[src/rtl/psdsqrt_param.sv]
// Parametrised sequential integer square root: floor(sqrt(xin)) and remainder xin - root^2.
// Latency: done is high in the cycle after edge k+NBITSOUT+1, where start is sampled at edge k.
// Backpressure: none. start is ignored while busy, and abort cancels the operation without a done pulse.
//
// Ports:
//   clock  - master clock, rising edge
//   reset  - asynchronous active-low reset
//   start  - one-cycle request, sampled only in IDLE
//   abort  - cancel request; wins over start in IDLE
//   xin    - NBITSIN-bit operand, captured on the accepting edge
//   busy   - high in CALC and FINISH (combinational from the state register)
//   done   - one-cycle pulse when sqrt/rem are updated
//   sqrt   - root result (NBITSIN/2 bits), held until the next done
//   rem    - floor remainder (NBITSIN/2+1 bits), held until the next done
//
// Optional feature macro: PSDSQRT_ROUND_EN. When defined, sqrt is rounded to nearest and
// saturates at all-ones. rem always reports the floor remainder.
module psdsqrt_param #(
    parameter  int NBITSIN  = 32,           // even, >= 4
    localparam int NBITSOUT = NBITSIN / 2
) (
    input  logic                clock,
    input  logic                reset,
    input  logic                start,
    input  logic                abort,
    input  logic [NBITSIN-1:0]  xin,
    output logic                busy,
    output logic                done,
    output logic [NBITSOUT-1:0] sqrt,
    output logic [NBITSOUT:0]   rem
);

    localparam int CNTW = (NBITSOUT > 1) ? $clog2(NBITSOUT) : 1;

    typedef enum logic [1:0] {
        IDLE   = 2'd0,
        CALC   = 2'd1,
        FINISH = 2'd2
    } state_e;

    state_e                state_q, state_d;
    logic [CNTW-1:0]       cnt_q, cnt_d;
    logic [NBITSIN-1:0]    x_q, x_d;        // operand, shifted left two bits per iteration
    logic [NBITSOUT-1:0]   root_q, root_d;  // partial root
    logic [NBITSOUT:0]     prem_q, prem_d;  // partial remainder, never negative once stored
    logic [NBITSOUT-1:0]   sqrt_q, sqrt_d;
    logic [NBITSOUT:0]     rem_q, rem_d;
    logic                  done_q, done_d;

    // The trial subtraction is evaluated one bit wider than any operand magnitude can reach,
    // so the top bit acts as the sign. The stored remainder is at most 2*root, which means
    // it always fits in NBITSOUT+1 bits. Shifting it up by two bits can therefore never overflow.
    logic [NBITSOUT+2:0]   shifted_w;
    logic [NBITSOUT+2:0]   sub_w;
    logic [NBITSOUT+2:0]   trial_w;
    logic                  trial_neg_w;
    logic                  unused_bits_w;

    assign shifted_w     = {prem_q, x_q[NBITSIN-1 -: 2]};
    assign sub_w         = {1'b0, root_q, 2'b01};
    assign trial_w       = shifted_w - sub_w;
    assign trial_neg_w   = trial_w[NBITSOUT+2];
    assign unused_bits_w = ^{trial_w[NBITSOUT+1], shifted_w[NBITSOUT+2:NBITSOUT+1]};

    assign busy = (state_q != IDLE);
    assign done = done_q;
    assign sqrt = sqrt_q;
    assign rem  = rem_q;

    always_ff @(posedge clock or negedge reset) begin
        if (!reset) begin
            state_q <= IDLE;
            cnt_q   <= '0;
            x_q     <= '0;
            root_q  <= '0;
            prem_q  <= '0;
            sqrt_q  <= '0;
            rem_q   <= '0;
            done_q  <= 1'b0;
        end else begin
            state_q <= state_d;
            cnt_q   <= cnt_d;
            x_q     <= x_d;
            root_q  <= root_d;
            prem_q  <= prem_d;
            sqrt_q  <= sqrt_d;
            rem_q   <= rem_d;
            done_q  <= done_d;
        end
    end

    always_comb begin
        state_d = state_q;
        cnt_d   = cnt_q;
        x_d     = x_q;
        root_d  = root_q;
        prem_d  = prem_q;
        sqrt_d  = sqrt_q;
        rem_d   = rem_q;
        done_d  = 1'b0;

        case (state_q)
            IDLE: begin
                if (start && !abort) begin
                    state_d = CALC;
                    x_d     = xin;
                    cnt_d   = CNTW'(NBITSOUT - 1);
                    root_d  = '0;
                    prem_d  = '0;
                end
            end

            CALC: begin
                if (abort) begin
                    state_d = IDLE;
                end else begin
                    // Restoring step: keep the trial difference only if it is non-negative.
                    root_d = {root_q[NBITSOUT-2:0], ~trial_neg_w};
                    prem_d = trial_neg_w ? shifted_w[NBITSOUT:0] : trial_w[NBITSOUT:0];
                    x_d    = {x_q[NBITSIN-3:0], 2'b00};
                    cnt_d  = cnt_q - 1'b1;
                    if (cnt_q == '0) begin
                        state_d = FINISH;
                    end
                end
            end

            FINISH: begin
                state_d = IDLE;
                if (!abort) begin
`ifdef PSDSQRT_ROUND_EN
                    // Round up when the remainder exceeds the root, i.e. x >= (r+0.5)^2.
                    // An all-ones root cannot be incremented, so it saturates instead.
                    if ((prem_q > {1'b0, root_q}) && (root_q != '1)) begin
                        sqrt_d = root_q + 1'b1;
                    end else begin
                        sqrt_d = root_q;
                    end
`else
                    sqrt_d = root_q;
`endif
                    rem_d  = prem_q;
                    done_d = 1'b1;
                end
            end

            default: begin
                state_d = IDLE;
            end
        endcase
    end

endmodule

[config.mk]
export PLATFORM = sky130hd
export DESIGN_NAME = psdsqrt_param
export DESIGN_NICKNAME = d
export VERILOG_FILES = /design/src/rtl/psdsqrt_param.sv
export SDC_FILE = /design/constraint.sdc
export NUM_CORES = 1
export LEC_CHECK = 0
export BUFFER_PORTS_ARGS = -buffer_cell sky130_fd_sc_hd__buf_2
export CORE_MARGIN = 2
export CORE_UTILIZATION = 50
export CTS_CLUSTER_DIAMETER = 200
export DETAILED_ROUTE_END_ITERATION = 7
export PLACE_DENSITY = 0.71
export SETUP_SLACK_MARGIN = 0.5
export SYNTH_ARGS = -nofsm -noshare
export SYNTH_HDL_FRONTEND = slang
export SYNTH_SLANG_ARGS = --single-unit
[constraint.sdc]
create_clock -name clock -period 6.42 [get_ports clock]
set_clock_uncertainty 0.2 [all_clocks]
set_input_delay 0.321 -clock clock [delete_from_list [all_inputs] [get_ports clock]]
set_output_delay 0.321 -clock clock [all_outputs]
set_load 0.1 [all_outputs]
Word level (Yosys, flattened, before mapping)
Cells that the tools add are included.

word-level totals
  register bits = 105
  input bits = 36
  output and inout port bits = 35
  word-level logic and storage cells = 45

operators by class
  $add $sub $neg = 2
  equality and inequality tests = 5
  mux-type cells = 19
  bitwise logic cells = 2
  reduce and logical (&&, ||, !) cells = 9

operators with widths
  cell                                                                   count
  32-bit 2-to-1 mux                                                      2
  32-bit case mux with 2 select lines                                    1
  17-bit 2-to-1 mux                                                      3
  17-bit case mux with 2 select lines                                    1
  16-bit 2-to-1 mux                                                      2
  16-bit case mux with 2 select lines                                    1
  19-bit by 18-bit subtractor with 19-bit output                         1
  4-bit 2-to-1 mux                                                       2
  4-bit case mux with 2 select lines                                     1
  2-bit 2-to-1 mux                                                       3
  4-bit zero test                                                        1
  2-bit inequality test, second input constant                           2
  2-bit case mux with 2 select lines                                     1
  2-bit AND reduction                                                    2
  2-bit nonzero test                                                     2
  4-bit by 1-bit subtractor with 4-bit output, second input constant     1
  3-bit inequality test, second input constant                           1
  3-bit AND reduction                                                    1
  2-bit by 1-bit equality test with 1-bit output, second input constant  1
  2-bit equality test, second input constant                             1
  2-bit zero test                                                        1
  1-bit 2-to-1 mux                                                       2
  1-bit NOT                                                              2
  1-bit logical AND                                                      1
  1-bit zero test                                                        1

Logic depth before layout (Yosys ltp)
  word-level depth = 4
  mapped depth = 10

Least setup slack after synthesis
OpenSTA, ideal clock, no wires.

  path kind = reg-to-reg
  from = register root_q[13]
  to = register prem_q[11]
  library setup time = 135 ps
  data arrival time = 2337 ps
  data required time = 6085 ps
  path slack = 3747 ps
  stages on the path, launching flop included = 11
  buffers on the path = 1
  period minus slack after synthesis = 2673 ps
  cell sequence = dfrtp_1 > inv_1 > ha_1 > a21o_1 > a211o_2 > mux2i_1 > a211oi_1 > nand3_4 > buf_4 > a32oi_1 > o31ai_1

on the way
  longest elaborated chain between the ends = 4

ends and longest elaborated chain
  item                                            RTL line  RTL
  from (decl)                                     44        logic [NBITSOUT-1:0] root_q, root_d;
  from (signal assigned)                          84        root_q <= root_d;
  19-bit by 18-bit subtractor with 19-bit output  61        assign trial_w = shifted_w - sub_w;
  17-bit 2-to-1 mux                               119       prem_d = trial_neg_w ? shifted_w[NBITSOUT:0] : trial_w[NBITSOUT:0];
  17-bit 2-to-1 mux                               114       if (abort) begin
  17-bit case mux with 2 select lines             102       case (state_q)
  to (signal assigned)                            85        prem_q <= prem_d;
  to (decl)                                       45        logic [NBITSOUT:0] prem_q, prem_d;

No other way between the ends. The select of a mux whose other input is x is not followed.
A chain may end at the register's enable or synchronous reset.

Worst setup path in the final report
  from = register state_q[1]
  to = register prem_q[1]

on the way
  longest elaborated chain between the ends = 3
  elaborated cells on any way between the ends = 7
  classes of those cells = eq/ne (3); mux (1); reduce/logical (3)

ends and longest elaborated chain
  item                                                                               RTL line  RTL
  from (decl)                                                                        41        state_e state_q, state_d;
  from (signal assigned)                                                             81        state_q <= state_d;
  2-bit by 1-bit equality test with 1-bit output or 2-bit zero test (tied branches)  102
  2-bit inequality test (no source line) or 2-bit nonzero test (tied branches)       n/a
  3-bit AND reduction (no source line)                                               n/a

Several ways; a longest one is shown, not always the timed one.

==> impl_metrics.tcl <==
set metrics [dict create \
    crit_arrival_ns 3.36 \
    grt_pass1_vias 3999 \
    drive_gt1_share_pct 22.8 \
    dpl-instance-area_um2 5630 \
    dieArea_um2 11200 \
    dr.pass1.iters 4 \
    finalHoldViolCount 0 \
    worst_setup_path_end_kind "register" \
    syn_nets 568 \
    yosysTopAreaCellShare_pct 50.7 \
    die_h_um 106 \
    fin_util_pct 59.6 \
    globalRoute.totalOverflow 0 \
    rsz0062_at_grt "false" \
    start_util_pct 50.8 \
    ios 71 \
    ys_seq_area_share_pct 50.7 \
    power_density_nw_per_um2 390 \
    ctsResizeCount 0 \
    fin_crit_ns 3.30 \
    ys.warnings.count 0 \
    antenna_found_initial 0 \
    drv_slew 0 \
    synth_edf_count 0 \
    fmax_mhz 303 \
    min_path_type "in -> reg" \
    dp_hpwl_um 7630 \
    async_flop_share_pct 100 \
    ant_nets 0 \
    final_nets 651 \
    hold_slack_ns 0.00703 \
    cts.sinks 105 \
    grt_max_degree 61 \
    synth.ff_latch_count 105 \
    n_fill_cell 885 \
    cp_max_fo 32 \
    power_mw 2.37 \
    antennaDiodeCount 0 \
    start_kind "register" \
    tritoncts "yes" \
    tns_ns 0 \
    maxCapViolations 0 \
    netlist_area_um2 5180 \
    drc 0 \
    area_delta_synth_final_pct 17.2 \
    io_buffers 70 \
    relSlewSlack_pct 26.2 \
    max-vdd-ir-drop_uv 174 \
    wl_per_cell_um 15.0 \
    dr_total_vias 4111 \
    setup_viol 0 \
    via_per_inst 5.57 \
    status "finished clean" \
    worst_pin_slew_ns 1.11 \
    path_clk_slew_ns 0.10 \
    worst-endpoint-required_ns 6.48 \
    netlist.top_cell.by_area "dfrtp_1" \
    clkLatencyLatePin_ns 0.37 \
    finalWirelength_um 11100 \
    drt_iter0_markers 209 \
    synth.distinct_cells 53 \
    postLayoutCellArea_um2 6070 \
    crit_type "reg -> reg" \
    ys_top_cells_by_area "dfrtp_1 51%, mux2_2 7.2%, nand2_1 5.9%" \
    leakage_nw 2.92 \
    synth_cells 514 \
    rows 37 \
    grt_pass1_wl_um 18900 \
    globalplace.congestion 1.01 \
    cts-root-buf "clkbuf_8" \
    grt_usage_pct 20.9 \
    core_area_um2 10200 \
    fin_crit_sh_pct 51.4 \
    htreeDepth 3 \
    fp.dieW_um 106 \
    numCtsBuffers 9 \
    synth_flop_cell "dfrtp_1" \
    syn_area_per_cell_um2 10.1 \
    cts.path.max_buffers 2 \
]
==> what timing repair did <==
item                                   CTS  global route
hold buffers                            23             0
setup buffers                            0             0
endpoints found under the hold margin   74             0
==> worst max-delay path: stages, from the launching register on <==
cell and delay, ns:
dfrtp_1 0.45, nand2b_1 0.68, nor2_1 0.95, nor2_1 0.38
buf_4 0.29, a22o_1 0.23
==> cells in the mapped netlist (10+ instances only) <==
cell / n
a31oi_1: 30
mux2_2: 33
nand3_1: 17
nor2_1: 45
nand2_1: 82
ha_1: 18
clkbuf_1: 17
inv_1: 21
o21ai_0: 21
a21oi_1: 13
dfrtp_1: 105
mux2i_1: 10
==> per-layer routing <==
metal  vias to the layer above  wire [um]  GRT usage [%]
met5                         -          0              0
li1                       1987          -              -
met4                         0        207           7.89
met1                      2004       5210           28.8
met3                        20        480           2.84
met2                       100       5180           33.7
==> logic make-up (layout without fill, tap and decap cells) <==
kind of cell	count (synthesis)	after routing	synth area share [%]
AO/OA/AOI/OAI	118	118	15.0
multiplexers	43	43	9.11
AND/OR/NAND/NOR	168	168	14.5
buffers and inverters	48	136	3.96
adder cells (fa/ha/maj)	18	18	4.35
flip-flops	105	105	50.7
XOR/XNOR	14	14	2.37
==> sequential cells by signal, indices dropped and copies added (netlist names) <==
signal / flops
x_q: 32
prem_q: 17
rem: 17
root_q: 16
sqrt: 16
cnt_q: 4
state_q: 2
done: 1
==> layout by cell type, fill, tap and decap left out, types with 3 or more instances in the layout <==
cell type and count:
clkbuf_8 11, xor2_1 7, a21o_1 3, mux2i_1 10, nand2b_1 4, o21a_1 3
nand3_1 17, a21oi_1 13, buf_4 7, dlygate4sd3_1 23, nand2_1 81, mux2_2 33
xnor2_1 7, a22o_1 3, nor3_1 4, nor2_1 45, o21ai_0 21, o22ai_1 8
o31ai_1 3, o211ai_1 4, dfrtp_1 105, o21ai_1 9, a211oi_1 4, inv_1 21
a31oi_1 30, buf_2 69, ha_1 18
==> worst paths after layout <==
kind | start | end | slack (ns) | cells past startpoint
worst max-delay path | state_q[1]$_DFFE_PN0P_ | prem_q[1]$_DFFE_PN0P_ | 3.12 | 5
max in group asynchronous | reset | cnt_q[3]$_DFFE_PN0P_ | 4.58 | 3
worst min-delay path | xin[17] | x_q[17]$_DFFE_PN0P_ | 0.007 | 3
worst max register to register | state_q[1]$_DFFE_PN0P_ | prem_q[1]$_DFFE_PN0P_ | 3.12 | 5
worst min register to register | sqrt[1]$_DFFE_PN0P_ | sqrt[1]$_DFFE_PN0P_ | 0.31 | 1
min in group asynchronous | reset | root_q[11]$_DFFE_PN0P_ | 0.33 | 2
==> per-stage QoR <==
step	setup slack [ns]	std cells
6_report	3.12	738
5_1_grt	2.83	738
4_1_cts	3.16	738
3_5_place_dp	3.18	699
3_3_place_gp	3.31	699
2_1_floorplan	3.75	514
==> final cells by class <==
cell class | instances | area (um2) | area share [%]
Multi-Input combinational cell | 361 | 2360 | 38.8
Inverter | 21 | 78.8 | 1.30
Clock buffer | 12 | 155 | 2.56
Tap cell | 136 | 170 | 2.80
Timing Repair Buffer | 99 | 628 | 10.4
Sequential cell | 105 | 2630 | 43.3
Clock inverter | 4 | 51.3 | 0.845
==> power by group <==
group / internal, mW / leakage (nW) / total, mW / switching, mW
combinational: 0.448 / 1.47 / 1.07 / 0.626
clock: 0.202 / 0.103 / 0.428 / 0.226
sequential: 0.770 / 1.35 / 0.863 / 0.0932
Note: power is estimated with default switching activity, not from simulation.
